===== config.mk =====
export PLATFORM = sky130hd
export DESIGN_NAME = inst_fetch_bank
export DESIGN_NICKNAME = d
export VERILOG_FILES = /design/src/rtl/inst_fetch_bank_pkg.sv /design/src/rtl/inst_fetch_bank_fetch_fifo.sv /design/src/rtl/inst_fetch_bank.sv
export SDC_FILE = /design/constraint.sdc
export NUM_CORES = 1
export LEC_CHECK = 0
export BUFFER_PORTS_ARGS = -buffer_cell sky130_fd_sc_hd__clkbuf_2
export CAP_MARGIN = 10
export CORE_ASPECT_RATIO = 0.6
export CORE_MARGIN = 4
export CORE_UTILIZATION = 50
export CTS_CLUSTER_SIZE = 10
export DETAILED_ROUTE_END_ITERATION = 6
export PLACE_DENSITY = 0.71
export SYNTH_ARGS = -nofsm -noshare
export SYNTH_HDL_FRONTEND = slang
export SYNTH_SLANG_ARGS = --single-unit

===== constraint.sdc =====
create_clock -name clk -period 11.6 [get_ports clk]
set_clock_uncertainty 0.1 [all_clocks]
set_input_delay 0.58 -clock clk [delete_from_list [all_inputs] [get_ports clk]]
set_output_delay 0.58 -clock clk [all_outputs]
set_load 0.005 [all_outputs]

===== src/rtl/inst_fetch_bank_pkg.sv =====
// Shared definitions for the instruction fetch bank: FIFO depth default,
// FSM state encoding, boot/exception vectors and the FIFO entry layout.
package inst_fetch_bank_pkg;

    localparam int DEPTH_DEFAULT = 4;

    // Fetch FSM encoding
    localparam logic [1:0] ST_IDLE   = 2'd0;  // no request outstanding
    localparam logic [1:0] ST_WAIT   = 2'd1;  // one request outstanding
    localparam logic [1:0] ST_CANCEL = 2'd2;  // outstanding request to be dropped

    localparam logic [31:0] RESET_ADDR = 32'hbfc0_0000;
    localparam logic [31:0] EXEC_ADDR  = 32'hbfc0_0380;

    // One buffered instruction: the PC it was fetched from and the word itself
    typedef struct packed {
        logic [31:0] pc;
        logic [31:0] inst;
    } fetch_entry_t;

endpackage


===== src/rtl/inst_fetch_bank_fetch_fifo.sv =====
// Circular buffer of fetched {pc, inst} entries. Pointers wrap modulo DEPTH
// (DEPTH must be a power of two, at least 2); count has one extra bit so a
// full buffer is distinguishable from an empty one. clear wins over push/pop.
module fetch_fifo
    import inst_fetch_bank_pkg::*;
#(
    parameter int DEPTH = DEPTH_DEFAULT
) (
    input  logic                       clk,
    input  logic                       rst,
    input  logic                       push,
    input  logic                       pop,
    input  logic                       clear,
    input  fetch_entry_t               push_data,
    output fetch_entry_t               head,
    output logic [$clog2(DEPTH):0]     count
);

    localparam int AW = $clog2(DEPTH);
    localparam logic [AW:0] FULL = (AW+1)'(DEPTH);

    fetch_entry_t    mem [DEPTH];
    logic [AW-1:0]   wr_ptr;
    logic [AW-1:0]   rd_ptr;

    // Pointer and occupancy bookkeeping; a simultaneous push and pop keeps count
    always_ff @(posedge clk or posedge rst) begin
        if (rst) begin
            wr_ptr <= '0;
            rd_ptr <= '0;
            count  <= '0;
        end else if (clear) begin
            wr_ptr <= '0;
            rd_ptr <= '0;
            count  <= '0;
        end else begin
            if (push) wr_ptr <= wr_ptr + 1'b1;
            if (pop)  rd_ptr <= rd_ptr + 1'b1;
            case ({push, pop})
                2'b10:   count <= count + 1'b1;
                2'b01:   count <= count - 1'b1;
                default: count <= count;
            endcase
        end
    end

    // Entry storage; cleared on reset so the head reads as zero while in reset
    always_ff @(posedge clk or posedge rst) begin
        if (rst) begin
            for (int i = 0; i < DEPTH; i++) mem[i] <= '0;
        end else if (push && !clear) begin
            mem[wr_ptr] <= push_data;
        end
    end

    assign head = mem[rd_ptr];

    // Space is reserved when the address is issued, so a push into a full buffer
    // means the request gating upstream is broken.
    push_never_full: assert property (@(posedge clk) disable iff (rst) !(push && count == FULL));

endmodule


===== src/rtl/inst_fetch_bank.sv =====
// Instruction fetch bank: issues SRAM-like instruction requests (one at a time),
// buffers returned words with their PCs in fetch_fifo, and presents the oldest
// entry to decode. flush discards everything buffered and any in-flight reply.
//
// Handshakes:
//   address: inst_req is the valid, inst_addr_ok the ready; the address transfers
//            on a clock edge where both are 1, and only then may the pc advance
//            (fetch_stall is the inverse of that transfer).
//   data:    inst_data_ok marks the reply to the single outstanding request; it is
//            consumed whenever the FSM is in WAIT or CANCEL and ignored in IDLE.
//   decode:  id_valid is the valid, !pd_id_stall the ready; the head entry is
//            consumed on an edge where both are 1 and flush is 0, and it stays
//            stable otherwise.
module inst_fetch_bank
    import inst_fetch_bank_pkg::*;
#(
    parameter int DEPTH = DEPTH_DEFAULT
) (
    input  logic        clk,
    input  logic        reset,
    input  logic [31:0] npc,
    input  logic        flush,
    output logic        inst_req,
    output logic [31:0] inst_addr,
    input  logic        inst_addr_ok,
    input  logic        inst_data_ok,
    input  logic [31:0] inst_rdata,
    output logic        fetch_stall,
    output logic        inst_bank_valid,
    output logic        id_valid,
    output logic [31:0] id_pc,
    output logic [31:0] id_inst,
    input  logic        pd_id_stall,
    output logic [1:0]  state_dbg
);

    localparam int AW = $clog2(DEPTH);
    localparam logic [AW:0] FULL = (AW+1)'(DEPTH);

    logic [1:0]   state;
    logic [1:0]   state_nxt;
    logic [31:0]  req_pc;
    logic [AW:0]  count;
    logic         addr_hs;
    logic         push;
    logic         pop;
    fetch_entry_t push_data;
    fetch_entry_t head;

    // A request is only issued when a slot is free, which is what keeps pushes
    // from ever overflowing the buffer. Reset holds the request low directly.
    assign inst_addr   = npc;
    assign inst_req    = !reset && (state == ST_IDLE) && !flush && (count < FULL);
    assign addr_hs     = inst_req && inst_addr_ok;
    assign fetch_stall = !addr_hs;

    assign push      = (state == ST_WAIT) && inst_data_ok && !flush;
    assign push_data = '{pc: req_pc, inst: inst_rdata};

    assign id_valid        = (count != '0);
    assign inst_bank_valid = id_valid;
    assign pop             = id_valid && !pd_id_stall && !flush;

    assign id_pc     = head.pc;
    assign id_inst   = head.inst;
    assign state_dbg = state;

    // Next-state logic for the single-outstanding-request fetch FSM
    always_comb begin
        state_nxt = state;
        case (state)
            ST_IDLE: begin
                if (addr_hs) state_nxt = ST_WAIT;
            end
            ST_WAIT: begin
                // data arriving with flush is simply dropped; without data the
                // reply is still owed and must be swallowed later
                if (inst_data_ok)  state_nxt = ST_IDLE;
                else if (flush)    state_nxt = ST_CANCEL;
            end
            ST_CANCEL: begin
                if (inst_data_ok) state_nxt = ST_IDLE;
            end
            default: state_nxt = ST_IDLE;
        endcase
    end

    // FSM state register and the PC of the request currently in flight
    always_ff @(posedge clk or posedge reset) begin
        if (reset) begin
            state  <= ST_IDLE;
            req_pc <= '0;
        end else begin
            state <= state_nxt;
            if (addr_hs) req_pc <= npc;
        end
    end

    fetch_fifo #(.DEPTH(DEPTH)) u_fifo (
        .clk       (clk),
        .rst       (reset),
        .push      (push),
        .pop       (pop),
        .clear     (flush),
        .push_data (push_data),
        .head      (head),
        .count     (count)
    );

endmodule


; ---- Word-level counts from Yosys, hierarchy flattened
; Cells that the tools add are included.
[totals]
inputBits = 70
out_inout_bits = 102
register_bits = 297
word_cells = 67
[op_classes]
n_mux = 17
bitwise = 2
n_addsub = 4
n_lt_le_gt_ge = 4
n_reduce_logical = 20
eq_ne = 7
[ops]
columns = op, count
row1 = 256-bit bitwise mux, 1
row2 = 64-bit 2-to-1 mux, 3
row3 = 64-bit binary-select mux with 2-bit select, 1
row4 = 64-bit demux with 2-bit select, 1
row5 = 2-bit 2-to-1 mux, 8
row6 = 1-bit logical AND, 10
row7 = "3-bit >= comparator, second input constant", 2
row8 = 2-bit inverter with 3-bit output, 2
row9 = 2-bit case mux with 3 select lines, 1
row10 = 3-bit case mux with 2 select lines, 1
row11 = 3-bit nonzero test, 2
row12 = "2-bit by 1-bit adder with 2-bit output, second input constant", 2
row13 = "2-bit by 1-bit equality test with 1-bit output, second input constant", 2
row14 = "2-bit equality test, second input constant", 2
row15 = 1-bit zero test, 4
row16 = "2-bit inequality test, second input constant", 2
row17 = 2-bit nonzero test, 2
row18 = "3-bit by 1-bit adder with 3-bit output, second input constant", 1
row19 = "3-bit by 1-bit less-than comparator with 1-bit output, second input constant", 1
row20 = "3-bit less-than comparator, second input constant", 1
row21 = 3-bit 2-to-1 mux, 1
row22 = "3-bit inequality test, second input constant", 1
row23 = 3-bit AND reduction, 1
row24 = "3-bit by 1-bit subtractor with 3-bit output, second input constant", 1
row25 = 2-bit zero test, 1

; ---- Depth between registers and ports, before layout
; Gate-level depths: netlist of run 1.
[logic_depth]
depth_word = 7
ltp_mapped = 7
ltp_nobuf = 7

; ---- Cells and area by module
; A second synthesis of run 1 with hierarchy kept.
[hier_totals]
cells_unflattened = 772
hier_area_um2 = 14198.6
[modules_own_cells]
columns = mod, cells_each, seq_area_each_um2, area_per_inst_um2, n_inst
row1 = fetch_fifo, 657, 6581.3, 12509.5, 1
row2 = inst_fetch_bank, 115, 850.8, 1689.1, 1

; ---- Least setup slack after synthesis of run 1
; OpenSTA, ideal clock, no wires.
[synth_path]
kind = input port to output port
startpoint = input port flush
endpoint = output port fetch_stall
setup_slack_ns = 9.381
path_stages = 4
t_arrival_ns = 1.539
required_time_ns = 10.920
path_buffers = 1
cell_sequence = or4_1 > nor2_2 > nand2_4 > buf_6
[synth_via]
elab_chain_cells = 5
[synth_lines]
columns = item, line_no
row1 = from (decl), inst_fetch_bank.sv:22  ; input logic flush,
row2 = 1-bit zero test, inst_fetch_bank.sv:53  ; assign inst_req = !reset && (state == ST_IDLE) && !flush && (count < FULL);
row3 = 1-bit logical AND (2 in series), inst_fetch_bank.sv:53
row4 = net inst_req, inst_fetch_bank.sv:23  ; output logic inst_req,
row5 = 1-bit logical AND, inst_fetch_bank.sv:54  ; assign addr_hs = inst_req && inst_addr_ok;
row6 = 1-bit zero test, inst_fetch_bank.sv:55  ; assign fetch_stall = !addr_hs;
row7 = to (decl), inst_fetch_bank.sv:28  ; output logic fetch_stall,
; The timed path passes the listed nets, and every way through them passes these cells.

; ---- Worst setup path after layout of run 1
[layout_path]
startpoint = register u_fifo.rd_ptr[1]
endpoint = output port id_inst[3]
[layout_via]
elab_chain_cells = 4
[layout_lines]
columns = item, line_no
row1 = from (decl), inst_fetch_bank_fetch_fifo.sv:24  ; logic [AW-1:0] rd_ptr;
row2 = from (signal assigned), inst_fetch_bank_fetch_fifo.sv:38  ; if (pop) rd_ptr <= rd_ptr + 1'b1;
row3 = 2-bit inverter with 3-bit output (implied by the code), inst_fetch_bank_fetch_fifo.sv:56  ; assign head = mem[rd_ptr];
row4 = 64-bit binary-select mux with 2-bit select, inst_fetch_bank_fetch_fifo.sv:56
row5 = 64-bit 2-to-1 mux (implied by the code) (2 in series), inst_fetch_bank_fetch_fifo.sv:56
row6 = to (decl), inst_fetch_bank.sv:32  ; output logic [31:0] id_inst,
; Every way passes these cells. The select of a mux whose other input is x is not followed.

==> results.py, run 1 <==
metrics = {
    "global_routing": {
        "grt_max_degree": 138,
        "grt_pass1_wl_mm": 42.3,
        "grt.total_usage_pct": 18.2,
        "grt-ovfl-total": 0,
        "grt_pass1_vias": 7475,
        "antenna_found_initial": 0,
    },
    "critical_path": {
        "worstSetupPathType": "reg2out",
        "worstSetupEndpointType": "primary output",
        "cp.arrival_ns": 2.90,
        "start_kind": "flop",
        "path_max_fanout": 37,
        "worstPathRequired_ns": 10.92,
    },
    "layout": {
        "nets": 983,
        "final_cell_mix": "295 x dfrtp_1, 262 x mux2_2, 171 x clkbuf_2",
        "fin_util_pct": 58.0,
        "num_antenna_cells": 0,
        "fin_area_um2": 14900,
        "final_common_cell": "dfrtp_1",
        "final_cells": 1265,
        "drive_above_1_share_pct": 63.1,
        "area_growth_pct": 12.5,
    },
    "power": {
        "power_leakage_nw": 7.44,
        "max-vdd-ir-drop_mv": 0.114,
        "power_density_nw_per_um2": 208,
    },
    "timing": {
        "setup_viol": 0,
        "rsz0062_at_grt": "no",
        "tns_ns": 0,
        "hold_viol_final": 0,
        "slew_viol_final": 0,
        "post-route-period-util_pct": 30.9,
        "worstMarginPinSlew_ns": 1.12,
        "fmax_mhz": 279,
        "slew_headroom_pct": 25.4,
        "min_period_ns": 3.58,
    },
    "yosys": {
        "synthFlopType": "dfrtp_1",
        "ys_warn_count": 0,
        "synth-async-reset-ratio_pct": 100,
        "synth_fp_nets": 847,
        "synth_seq_cells": 297,
        "synth_seq_area_share_pct": 56.3,
        "synth.distinct_cells": 32,
        "netlist_area_um2": 13200,
        "synth-edff-count": 0,
        "synthesis.instances": 772,
        "synth_area_per_cell_um2": 17.1,
    },
    "clock_tree": {
        "cts_tree": "built",
        "cts_buffer_depth": 3,
        "clock_sinks": 297,
        "clk_latency_ns": 0.51,
        "hold_buffers": 0,
        "postCtsSetupRepairBufs": 0,
        "root_buffer": "clkbuf_16",
        "path_clk_slew_ns": 0.06,
        "htreeDepth": 2,
        "post_cts_resized": 0,
        "cts_inserted_buffers": 35,
    },
    "placed_design": {
        "dp_hpwl_mm": 14.8,
        "io_buffer_count": 171,
        "numPlacedInstances": 1223,
        "place_area_um2": 13900,
        "place.gp.congestion": 0.700,
    },
    "floorplan": {
        "num_io_pins": 172,
        "core_um2": 25600,
        "die_w_um": 218,
        "initial_core_util_pct": 51.5,
        "dieArea_um2": 29200,
        "rows": 45,
        "die_y_um": 134,
    },
    "drt": {
        "wl_per_cell_um": 20.6,
        "vias": 6954,
        "drcViolationCount": 0,
        "totalWireLength_mm": 26.1,
        "firstDrtPassIters": 4,
        "vias_per_cell": 5.50,
        "antenna_left": 0,
        "drtIter0Drc": 351,
    },
    "job": {
        "cap_violations": 0,
    },
    "run_status": {
        "outcome": "complete, no violations",
    },
    "min_path": {
        "hold_path_class": "in2async",
    },
}
==> worst max-delay path: stages (launching register included) <==
cell,delay (ns)
dfrtp_4,0.95
buf_4,0.62
mux4_2,0.62
clkbuf_2,0.14
==> synthesized netlist by cell type (2+ instances only) <==
library cell  number  share of area, %
buf_2              7              0.27
xor2_1             2              0.13
nor2b_1            2             0.095
nand3b_1           2              0.11
nor2_1             7              0.20
inv_1              5              0.14
ha_1               4              0.38
nand3_1            2             0.076
xnor2_1            2              0.13
mux2i_1            2              0.15
buf_6             27               2.3
nand2_2            4              0.19
mux4_2            64                11
buf_4             33               1.9
mux2_2           262                22
nand2b_1           2             0.095
buf_1              3             0.085
dfrtp_1          297                56
clkbuf_1           5              0.14
mux2_4            28               3.2
==> report_power, final <==
group / total [mW] / internal [mW] / leakage, nW / switching, mW
clock: 0.932 / 0.540 / 0.450 / 0.392
sequential: 1.43 / 1.23 / 3.96 / 0.198
combinational: 0.722 / 0.470 / 3.03 / 0.252
total: 3.09 / 2.24 / 7.44 / 0.842
==> per-layer routing <==
layer | GRT usage (%) | vias up | part of all wire, %
met2 | 27.8 | 121 | 45
met5 | 0 | - | 0
met3 | 3.44 | 37 | 3.7
met4 | 4.17 | 0 | 1.5
li1 | - | 3098 | -
met1 | 27.6 | 3698 | 50
==> per-stage QoR <==
stage	hold WS [ns]	total power, mW	setup WS [ns]
6_report	0.168	3.09	8.02
3_3_place_gp	0.381	2.17	8.50
4_1_cts	0.173	3.13	7.93
5_1_grt	0.186	3.26	7.78
3_5_place_dp	0.388	2.18	8.49
2_1_floorplan	0.374	1.88	2.72
==> worst paths after layout <==
path | from | endpoint | slack, ns | cells past startpoint
setup / recovery | u_fifo.rd_ptr[1] | id_inst[3] | 8.02 | 3
hold / removal | reset | u_fifo.count[2] | 0.17 | 2
setup reg to reg | state_dbg[0] | u_fifo.mem[69] | 8.91 | 4
hold reg to reg | u_fifo.mem[137] | u_fifo.mem[137] | 0.40 | 1
max in group asynchronous | reset | req_pc[20] | 9.55 | 3
min in group clk | inst_data_ok | state_dbg[1] | 0.20 | 2
==> layout make-up <==
| cell class | instances | area [um^2] |
|---|---|---|
| Fill cell | 1985 | 10800 |
| Clock buffer | 39 | 891 |
| Sequential cell | 297 | 7440 |
| Tap cell | 352 | 440 |
| Inverter | 5 | 26.3 |
| Multi-Input combinational cell | 395 | 5150 |
| Clock inverter | 3 | 26.3 |
| Timing Repair Buffer | 174 | 878 |
==> state kept, by name, summed over array words and instances, names as in the netlist <==
signal	count
u_fifo.count	3
u_fifo.mem	256
u_fifo.wr_ptr	2
u_fifo.rd_ptr	2
req_pc	32
state_dbg	2
==> kinds of logic after synthesis <==
logic type | share of synthesized area [%]
AO/OA/AOI/OAI | 0.152
XOR/XNOR | 0.265
adder cells (fa/ha/maj) | 0.531
buffers and inverters | 4.82
flip-flops | 56.3
multiplexers | 36.6
AND/OR/NAND/NOR | 1.33
No activity file was read; power rests on OpenSTA's default activity.
==> run 2, diff against run 1 <==
- PLACE_DENSITY: 0.71 -> 0.73
- clock period: 11.6 -> 3.1 ns (I/O delays scaled with it)
==> results.py, run 2 (same netlist as run 1, synthesis figures left out) <==
metrics = {
    "run_status": {
        "outcome": "complete, no violations",
    },
    "timing": {
        "slew_headroom_pct": 29.6,
        "slew_viol_final": 0,
        "post-route-period-util_pct": 85.1,
        "min_period_ns": 2.64,
        "rsz0062_at_grt": "no",
        "hold_viol_final": 0,
        "tns_ns": 0,
        "holdWs_ns": 0.112,
        "fmax_mhz": 379,
        "worstMarginPinSlew_ns": 1.06,
        "setup_viol": 0,
    },
    "power": {
        "switching_share_pct": 27.2,
        "clockPowerShare_pct": 30.3,
        "power_switching_mw": 3.21,
        "internal_power_mw": 8.58,
        "p_total_mw": 11.8,
        "seq_power_share_pct": 44.9,
        "power_leakage_nw": 7.80,
        "power_density_nw_per_um2": 751,
        "max-vdd-ir-drop_mv": 0.353,
        "power_frac_comb_pct": 24.7,
    },
    "global_routing": {
        "grt.total_usage_pct": 19.6,
        "grt_pass1_vias": 8010,
        "grt-ovfl-total": 0,
        "antenna_found_initial": 0,
        "grt_pass1_wl_mm": 45.4,
        "grt_max_degree": 86,
    },
    "min_path": {
        "hold_path_class": "in2async",
    },
    "drt": {
        "met2_length_mm": 12.8,
        "vias": 7252,
        "vias_per_cell": 5.40,
        "top_layer": "met4",
        "totalWireLength_mm": 27.5,
        "wl_per_cell_um": 20.5,
        "firstDrtPassIters": 4,
        "wl_met3_mm": 1.02,
        "drtIter0Drc": 293,
        "drcViolationCount": 0,
        "antenna_left": 0,
        "wl_met1_mm": 13.2,
    },
    "critical_path": {
        "start_kind": "input pin",
        "worstSetupPathType": "in2out",
        "cp_common_cell": "clkbuf_2",
        "cp_slowest_cell": "or4_1",
        "worstSetupEndpointType": "primary output",
        "path_delay_family": "simple AND/OR/NAND/NOR gates",
        "worst-path-buf-inv": 3,
        "r2r_start": "state_dbg[0]",
        "cp_cell_sequence": "dlygate4sd3_1 > clkbuf_2 > or4_1 > nor2_2 > nand2_4 > clkbuf_2",
        "path_max_fanout": 34,
        "cp.arrival_ns": 2.38,
        "cp-startpoint": "flush",
        "cp_slowest_stage_delay_ns": 0.58,
        "worstPathRequired_ns": 2.84,
    },
    "clock_tree": {
        "clock_sinks": 297,
        "root_buffer": "clkbuf_16",
        "hold_buffers": 68,
        "path_clk_slew_ns": 0.06,
        "postCtsSetupRepairBufs": 0,
        "post_cts_resized": 0,
        "clk_latency_ns": 0.50,
        "htreeDepth": 2,
        "cts_tree": "built",
        "cts_inserted_buffers": 35,
        "cts_buffer_depth": 3,
    },
    "layout": {
        "fin_area_um2": 15700,
        "largest_reg_flops": 256,
        "area_growth_pct": 19.0,
        "num_antenna_cells": 0,
        "final_common_cell": "dfrtp_1",
        "largestRegisters": "u_fifo.mem (256), req_pc (32), u_fifo.count (3)",
        "drive_above_1_share_pct": 59.2,
        "nets": 1061,
        "regMostFlops": "u_fifo.mem",
        "final_cell_mix": "295 x dfrtp_1, 262 x mux2_2, 171 x clkbuf_2",
        "nFillCells": 1889,
    },
    "placed_design": {
        "dp_hpwl_mm": 16.1,
        "place.gp.congestion": 0.780,
        "io_buffer_count": 171,
        "place_area_um2": 14100,
    },
    "floorplan": {
        "die_w_um": 218,
        "rows": 45,
        "initial_core_util_pct": 51.5,
        "die_y_um": 134,
        "core_um2": 25600,
        "dieArea_um2": 29200,
        "num_io_pins": 172,
    },
    "job": {
        "cap_violations": 0,
    },
}
## run 2: cell types whose count changed in the layout (fill, tap and decap cells not counted)
cell,change
inv_6,-3
buf_12,+5
clkbuf_8,+1
inv_8,-1
dlygate4sd3_1,+68
clkinvlp_4,+1
clkbuf_1,-1
clkbuf_16,+2
buf_4,+5
## run 2: power groups by stage
stage / sequential (mW) / clock, mW / combinational, mW
after floorplan: 5.02 / 0 / 2.02
after global placement: 5.33 / 0 / 2.82
after detailed placement: 5.36 / 0 / 2.89
after CTS: 5.31 / 3.68 / 2.97
after global routing: 5.43 / 3.87 / 3.16
final: 5.30 / 3.58 / 2.92
## run 2: through the flow
stage	setup slack [ns]	std cells	utilization [%]
final	0.462	1342	61.3
after global routing	0.323	1342	61.3
after CTS	0.423	1342	61.3
after detailed placement	0.780	1233	54.9
after global placement	0.813	1233	54.9
after floorplan	-1.10	772	-
## run 2: final cells by class
type	count	area, um^2	share of cell area [%]
Tap cell	352	440	2.80
Multi-Input combinational cell	395	5150	32.8
Clock buffer	41	951	6.06
Timing Repair Buffer	252	1700	10.8
Sequential cell	297	7440	47.4
Inverter	5	22.5	0.143
## run 2: path summary, 6_finish.rpt
kind,endpoint,slack [ns],cells after the start
worst max-delay path,fetch_stall,0.46,6
worst min-delay path,u_fifo.count[1],0.11,3
max in group asynchronous,u_fifo.mem[150],1.96,4
min in group clk,state_dbg[1],0.32,3
worst max register to register,u_fifo.mem[192],0.77,5
worst min register to register,u_fifo.mem[236],0.40,1
## run 2: per-layer routing
| metal | vias to the layer above | global-route usage, % |
|---|---|---|
| li1 | 3240 | - |
| met3 | 37 | 3.60 |
| met2 | 130 | 30.1 |
| met1 | 3845 | 29.2 |
| met4 | 0 | 5.16 |
| met5 | - | 0 |
## run 2: worst reg2reg max path: cells and delay by family (launching register included)
kind	cells	cell delay, ns
multiplexers	1	0.49
flip-flops	1	0.45
AND/OR/NAND/NOR	2	0.60
buffers and inverters	2	0.57
==> run 3, diff against run 2 <==
- SYNTH_HIERARCHICAL: default -> 1
==> results.py, run 3 <==
metrics = {
    "yosys": {
        "synth_fp_nets": 847,
        "synth_area_per_cell_um2": 18.4,
        "yosys-top-cells-area": "dfrtp_1 52%, mux2_4 28%, mux4_2 10%",
        "synth-async-reset-ratio_pct": 100,
        "yosys.area.top_type": "dfrtp_1",
        "synth_seq_area_share_pct": 52.3,
        "synth_seq_cells": 297,
        "yosysTopAreaCellShare_pct": 52.3,
        "yosysMostFrequentCell": "dfrtp_1",
        "synth.distinct_cells": 30,
        "synth-edff-count": 0,
        "synthesis.instances": 772,
        "synthFlopType": "dfrtp_1",
        "netlist_area_um2": 14200,
        "ys_warn_count": 6,
        "yosys-top-cells-count": "297 x dfrtp_1, 268 x mux2_4, 64 x mux4_2, 44 x buf_4, 27 x buf_6",
    },
    "clock_tree": {
        "path_clk_slew_ns": 0.06,
        "htreeDepth": 2,
        "clock_sinks": 297,
        "postCtsSetupRepairBufs": 0,
        "cts_buffer_depth": 3,
        "cts_inserted_buffers": 35,
        "cts_tree": "built",
        "post_cts_resized": 0,
        "clk_latency_ns": 0.50,
        "root_buffer": "clkbuf_16",
        "hold_buffers": 69,
    },
    "power": {
        "internal_power_mw": 7.26,
        "power_frac_comb_pct": 15.0,
        "power_switching_mw": 2.26,
        "clockPowerShare_pct": 37.5,
        "seq_power_share_pct": 47.5,
        "power_density_nw_per_um2": 570,
        "max-vdd-ir-drop_mv": 0.337,
        "switching_share_pct": 23.7,
        "p_total_mw": 9.52,
        "power_leakage_nw": 8.76,
    },
    "placed_design": {
        "pre_cts_slack_ns": 0.682,
        "dp_hpwl_mm": 18.0,
        "place.gp.congestion": 0.735,
        "io_buffer_count": 171,
    },
    "critical_path": {
        "worstPathRequired_ns": 2.84,
        "worstSetupPathType": "reg2out",
        "path_max_fanout": 42,
        "worstSetupEndpointType": "primary output",
        "start_kind": "flop",
        "cp.arrival_ns": 2.31,
    },
    "drt": {
        "totalWireLength_mm": 29.8,
        "vias": 7259,
        "wl_per_cell_um": 21.9,
        "drtIter0Drc": 429,
        "drcViolationCount": 0,
        "antenna_left": 0,
        "firstDrtPassIters": 4,
        "vias_per_cell": 5.33,
    },
    "global_routing": {
        "grt_max_degree": 167,
        "grt_pass1_vias": 8206,
        "grt-ovfl-total": 0,
        "grt_pass1_wl_mm": 48.4,
        "grt.total_usage_pct": 19.6,
        "antenna_found_initial": 1,
    },
    "floorplan": {
        "initial_core_util_pct": 51.2,
        "num_io_pins": 172,
        "die_y_um": 139,
        "dieArea_um2": 31200,
        "rows": 47,
        "die_w_um": 226,
        "core_um2": 27800,
    },
    "layout": {
        "largestRegisters": "u_fifo/mem (256), req_pc (32), u_fifo/count (3)",
        "drive_above_1_share_pct": 59.6,
        "regMostFlops": "u_fifo/mem",
        "final_common_cell": "dfrtp_1",
        "area_growth_pct": 17.7,
        "largest_reg_flops": 256,
        "final_cell_mix": "295 x dfrtp_1, 268 x mux2_4, 171 x clkbuf_2",
        "nets": 1066,
        "fin_util_pct": 60.2,
    },
    "timing": {
        "setup_viol": 0,
        "slew_headroom_pct": 34.2,
        "worst_slack_ns": 0.537,
        "min_period_ns": 2.56,
        "rsz0062_at_grt": "no",
        "fmax_mhz": 390,
        "hold_viol_final": 0,
        "slew_viol_final": 0,
        "post-route-period-util_pct": 82.7,
        "worstMarginPinSlew_ns": 0.985,
    },
    "job": {
        "cap_violations": 0,
    },
    "min_path": {
        "hold_path_class": "in2reg",
    },
    "run_status": {
        "outcome": "complete, no violations",
    },
}
[run 3: per-stage QoR]
step | instance area, um^2 | TNS [ns] | hold slack (ns) | instances
after CTS | 16700 | 0 | 0.306 | 1361
after global routing | 16700 | 0 | 0.330 | 1362
final | 16700 | 0 | 0.335 | 1362
after global placement | 15100 | 0 | 0.249 | 1252
after detailed placement | 15100 | 0 | 0.244 | 1252
after floorplan | 14200 | -164.25 | 0.118 | 772
[run 3: layer usage]
metal,track usage [%],part of all wire (%),vias to the layer above
met2,29.2,45,134
met5,0,0,-
met1,29.6,49,3858
li1,-,-,3223
met4,4.12,1.6,0
met3,4.76,4.6,44
[run 3: power groups by stage]
stage	registers [mW]	clock network [mW]	logic, mW
2_1_floorplan	4.46	0	0.937
3_3_place_gp	4.57	0	1.35
3_5_place_dp	4.57	0	1.39
4_1_cts	4.52	3.70	1.45
5_1_grt	4.57	3.85	1.55
6_report	4.52	3.57	1.43
[run 3: worst max-delay path: stages, from the launching register on]
cell	delay [ns]
dfrtp_4	0.59
buf_12	0.37
buf_4	0.33
mux4_2	0.35
clkbuf_2	0.15
[run 3: cell families (layout without fill, tap and decap cells)]
| group | after synthesis | after routing | share of synthesized area, % |
|---|---|---|---|
| DFF | 297 | 297 | 52.3 |
| adders and majority gates | 5 | 5 | 0.493 |
| and+or+nand+nor | 27 | 27 | 1.64 |
| AOI/OAI and AO/OA | 3 | 3 | 0.106 |
| other | 0 | 1 | 0 |
| muxes | 354 | 354 | 40.2 |
| buffers and inverters | 81 | 303 | 4.89 |
| xor gates and xnor gates | 5 | 5 | 0.308 |
[run 3: worst paths after layout]
path	slack, ns	from	end	cells after the start
hold / removal	0.34	inst_data_ok	state_dbg[0]	3
max in group asynchronous	1.77	reset	u_fifo/mem[218]	4
setup reg to reg	0.64	state_dbg[1]	u_fifo/mem[178]	6
min in group asynchronous	0.39	reset	req_pc[30]	4
hold reg to reg	0.40	u_fifo/mem[60]	u_fifo/mem[60]	1
setup / recovery	0.54	u_fifo/rd_ptr[0]	id_inst[10]	4
[run 3: area by class of cell]
cell class,instances,area [um^2]
clock buffers,40,947
repair buffers,259,1780
multi-input cells,394,6070
fillers,2026,11000
diodes,1,2.50
inverters,4,18.8
flip-flops and latches,297,7440
well taps,367,459
